<file path="src/rtl/ls_arbiter.sv">
// ls_arbiter: single-port local-store arbiter sharing the data memory between the pipeline and DMA.
// Define LS_ARB_FAIRNESS_EN to compile in the pipeline starvation counter; otherwise DMA has strict priority.
module ls_arbiter #(
    parameter int ADDR_W     = 11,
    parameter int DATA_W     = 128,
    parameter int STARVE_MAX = 4
) (
    input  logic              clk,
    input  logic              reset,

    input  logic              pipe_req,
    input  logic              pipe_we,
    input  logic [ADDR_W-1:0] pipe_addr,
    input  logic [DATA_W-1:0] pipe_wdata,
    output logic              pipe_gnt,
    output logic              pipe_rvalid,
    output logic [DATA_W-1:0] pipe_rdata,

    input  logic              dma_req,
    input  logic              dma_we,
    input  logic [ADDR_W-1:0] dma_addr,
    input  logic [DATA_W-1:0] dma_wdata,
    output logic              dma_gnt,
    output logic              dma_rvalid,
    output logic [DATA_W-1:0] dma_rdata,

    output logic              mem_re,
    output logic              mem_we,
    output logic [ADDR_W-1:0] mem_addr,
    output logic [DATA_W-1:0] mem_wdata,
    input  logic [DATA_W-1:0] mem_rdata,

    output logic              stall
);

    typedef enum logic [1:0] {
        OWN_NONE = 2'd0,
        OWN_PIPE = 2'd1,
        OWN_DMA  = 2'd2
    } owner_t;

    owner_t r_rd_owner;
    owner_t w_rd_owner_nxt;
    logic   w_force_pipe;
    logic   w_dma_gnt;
    logic   w_pipe_gnt;

    if (STARVE_MAX < 1 || STARVE_MAX > 15) begin : g_bad_starve_max
        $error("ls_arbiter: STARVE_MAX must be in 1..15");
    end

`ifdef LS_ARB_FAIRNESS_EN
    localparam int               CNT_W   = $clog2(STARVE_MAX + 1);
    localparam logic [CNT_W-1:0] CNT_MAX = CNT_W'(STARVE_MAX);

    logic [CNT_W-1:0] r_starve_cnt;

    assign w_force_pipe = pipe_req && (r_starve_cnt == CNT_MAX);

    // NOTE: sequential state uses non-blocking assignments so every register samples pre-edge values.
    always_ff @(posedge clk or posedge reset) begin
        if (reset) begin
            r_starve_cnt <= '0;
        end else if (pipe_req && !w_pipe_gnt) begin
            if (r_starve_cnt != CNT_MAX) begin
                r_starve_cnt <= r_starve_cnt + 1'b1;
            end
        end else begin
            r_starve_cnt <= '0;
        end
    end
`else
    assign w_force_pipe = 1'b0;
`endif

    // DMA wins ties unless the pipeline has been refused long enough to be forced through.
    assign w_dma_gnt  = dma_req && !w_force_pipe;
    assign w_pipe_gnt = pipe_req && !w_dma_gnt;

    assign dma_gnt  = w_dma_gnt;
    assign pipe_gnt = w_pipe_gnt;
    assign stall    = pipe_req && !w_pipe_gnt;

    // NOTE: every combinational output gets a default first so no latch is inferred.
    always_comb begin
        mem_re         = 1'b0;
        mem_we         = 1'b0;
        mem_addr       = '0;
        mem_wdata      = '0;
        w_rd_owner_nxt = OWN_NONE;
        if (w_dma_gnt) begin
            mem_re    = !dma_we;
            mem_we    = dma_we;
            mem_addr  = dma_addr;
            mem_wdata = dma_wdata;
            if (!dma_we) begin
                w_rd_owner_nxt = OWN_DMA;
            end
        end else if (w_pipe_gnt) begin
            mem_re    = !pipe_we;
            mem_we    = pipe_we;
            mem_addr  = pipe_addr;
            mem_wdata = pipe_wdata;
            if (!pipe_we) begin
                w_rd_owner_nxt = OWN_PIPE;
            end
        end
    end

    always_ff @(posedge clk or posedge reset) begin
        if (reset) begin
            r_rd_owner <= OWN_NONE;
        end else begin
            r_rd_owner <= w_rd_owner_nxt;
        end
    end

    // Read data is routed only to the requester that owns the returning beat.
    assign pipe_rvalid = (r_rd_owner == OWN_PIPE);
    assign dma_rvalid  = (r_rd_owner == OWN_DMA);
    assign pipe_rdata  = (r_rd_owner == OWN_PIPE) ? mem_rdata : '0;
    assign dma_rdata   = (r_rd_owner == OWN_DMA)  ? mem_rdata : '0;

endmodule

</file>
<file path="config.mk">
export PLATFORM = sky130hd
export DESIGN_NAME = ls_arbiter
export DESIGN_NICKNAME = d
export VERILOG_FILES = /design/src/rtl/ls_arbiter.sv
export SDC_FILE = /design/constraint.sdc
export NUM_CORES = 1
export LEC_CHECK = 0
export ABC_CLOCK_PERIOD_IN_PS = 1100
export CAP_MARGIN = 0
export CORE_AREA = 2 2 313 315
export DETAILED_ROUTE_END_ITERATION = 10
export DIE_AREA = 0 0 315 317
export SLEW_MARGIN = 20
export SYNTH_ARGS = -nofsm -noshare
export SYNTH_HDL_FRONTEND = slang
export SYNTH_SLANG_ARGS = --single-unit
</file>
<file path="constraint.sdc">
create_clock -name clk -period 1.1 [get_ports clk]
set_input_delay 0.22 -clock clk [delete_from_list [all_inputs] [get_ports clk]]
set_output_delay 0.22 -clock clk [all_outputs]
set_load 0.05 [all_outputs]
</file>
==> reports/qor.yml <==
outcome: "finished, violations left"
violations: "setup timing"
drc: 0
grt_max_degree: 26
grt-ovfl-total: 0
ys_seq_area_share_pct: 1.523
synth_flop_cell: "dfrtp_1"
gp_congestion: 0.9141
worstPathMaxFanout: 13
cp-end-kind: "output port"
synthXorXnorAreaFrac_pct: 0
critPathMostFrequentCell: "buf_12"
slew_headroom_pct: 76.19
vias: 7717
slowest_delay_ns: 0.38
drt_wl_total_um: 76570
core_area_um2: 96280
cts_root_buf: "clkbuf_16"
antenna_found_initial: 55
synthAdderAreaFrac_pct: 0
rows: 114
synth_top_family_by_area: "simple AND/OR/NAND/NOR gates"
ir_drop_v: 0.0003443
startpoint_type: "flop"
maxCapViolCount: 0
die_h_um: 317
slew_viol_final: 0
clkSinkCount: 2
asyncSetResetFlopFracSynth_pct: 100.0
cts_tree: "built"
nNetsFinal: 1747
syn-num-nets: 879
largestRegisters: "r_rd_owner: 2 flops"
yosysMostFrequentCell: "and2_1"
synth_top_area_cell: "and2_1"
max_freq_mhz: 558.9
hold_ws_ns: 0.1740
final_cells: 2612
grt_util_all_layers_pct: 14.37
synth_cells: 467
ff_latch_area_um2: 50.05
synth_edf_count: 0
fin_ws_ns: -0.6891
ys_warn_count: 0
worstPathRequired_ns: 0.88
ys_top_cells_by_count: "and2_1, a22o_1, buf_2, clkbuf_1, buf_6"
setup_viol: 402
synth_area_leaders: "and2_1, a22o_1, buf_2, buf_6, clkbuf_1"
muxShareOfSynthArea_pct: 0
final_antenna_net_count: 0
power_uw: 11020
crit_type: "flop to output port"
cts.path.max_buffers: 2
area_growth_pct: 524.9
num_io_pins: 814
fillCellCount: 10260
regMostFlops: "r_rd_owner"
final-hold-violation-count: 0
p_leak_uw: 0.008305
period_needed_ns: 1.789
dp_cells: 2563
hpwl_um: 66750
first_pass_iters: 4
p_per_area_nw_per_um2: 536.7
htreeDepth: 1
grt_pass1_wl_um: 92610
clk_pin_slew_ns: 0.03
holdBufCountCts: 0
cp_num_buf_inv: 3
synth-compound-area-share_pct: 37.55
hp-class: "primary input to asynchronous set/reset pin"
rsz0062_at_grt: "true"
initial_core_util_pct: 3.413
netlist_area_um2: 3286
cp.arrival_ns: 1.57
synth-simple-area-share_pct: 50.04
ys_types: 13
critical-path-top-delay-family: "buffers and inverters"
tightest_slew_ns: 0.3560
die_w_um: 315
io_buffers: 813
syn_area_per_cell_um2: 7.036
largest_reg_flops: 2
slowest_stage: "dfrtp_1"
synth_top_area_share_pct: 48.93
place_ws_ns: -0.7733
viasPerCell: 2.954
grt_pass1_vias: 8074
multi_input_comb_area_um2: 4747
drive_gt1_share_pct: 68.94
drt-wirelength-per-cell_um: 29.31
first_iter_violations: 322
path_cells: "nor2b_4 -> buf_12 -> buf_4 -> and2_2 -> buf_12"
synth_seq_cells: 2
die_area_um2: 99860
period_share_pct: 162.6
cts_buffers: 3
power breakdown:
group          switching, µW  total (µW)  internal [µW]
Sequential              3.47        81.0           77.5
Combinational           4850       10400           5540
Clock                   82.0         544            462
Total                   4940       11000           6080
stage by stage:
stage               TNS (ns)  area [µm²]  util, %
floorplan             -76.12        4436        -
global placement     -199.59       18450    19.16
detailed placement   -202.96       18450    19.16
CTS                  -220.80       20300    21.09
global route         -237.63       20530    21.32
finish               -219.05       20530    21.33
worst max-delay path by stage:
| stage | from | end | slack [ns] | depth (start not counted) |
|---|---|---|---|---|
| 2_1_floorplan | r_rd_owner[0] | dma_rdata[70] | -0.28 | 4 |
| 3_3_place_gp | pipe_req | mem_wdata[105] | -0.77 | 6 |
| 3_5_place_dp | pipe_req | mem_wdata[105] | -0.77 | 6 |
| 4_1_cts | r_rd_owner[1] | dma_rdata[87] | -0.70 | 6 |
| 5_1_grt | r_rd_owner[1] | dma_rdata[69] | -0.74 | 6 |
| 6_report | r_rd_owner[0] | pipe_rdata[84] | -0.69 | 5 |
cells in the final DEF (no fill, tap or decap), drive strengths merged:
cell type / count
buf: 503
and2: 257
dlygate4sd2: 1
dlymetal6s2s: 2
diode: 3
dfrtp: 2
inv: 4
clkinv: 2
a22o: 140
clkdlybuf4s50: 406
nand2b: 1
nor2b: 3
nor2: 1
clkbuf: 10
o21bai: 1
cell type report:
cell class              instances  share of cell area [%]
multi-input cells             403                   23.12
clock buffers                   3                  0.3656
inverters                       2                  0.1645
diodes                          3                 0.03656
repair buffers                919                   67.92
well taps                    1276                   7.776
repair inverters                4                  0.3778
flip-flops and latches          2                  0.2438
logic make-up after synthesis:
kind of cell | after synthesis
simple gates | 262
compound gates | 141
buf+inv | 62
flops | 2
metal layers:
metal,GRT usage [%],wire [µm],up-vias
met1,18.44,32210,3668
met4,0.2922,579,48
met3,4.845,6821,106
met5,0,321,-
met2,24.51,36640,509
li1,-,-,3386
repair_timing:
item / 4_1_cts / 5_1_grt
hold endpoints to repair: 0 / 0
pin swaps: 12 / 9
buffers inserted: 18 / 5
gates resized for setup: 215 / 38
setup endpoints to repair: 401 / 402
gates cloned: 21 / 8
Note: power is estimated with default switching activity, not from simulation.
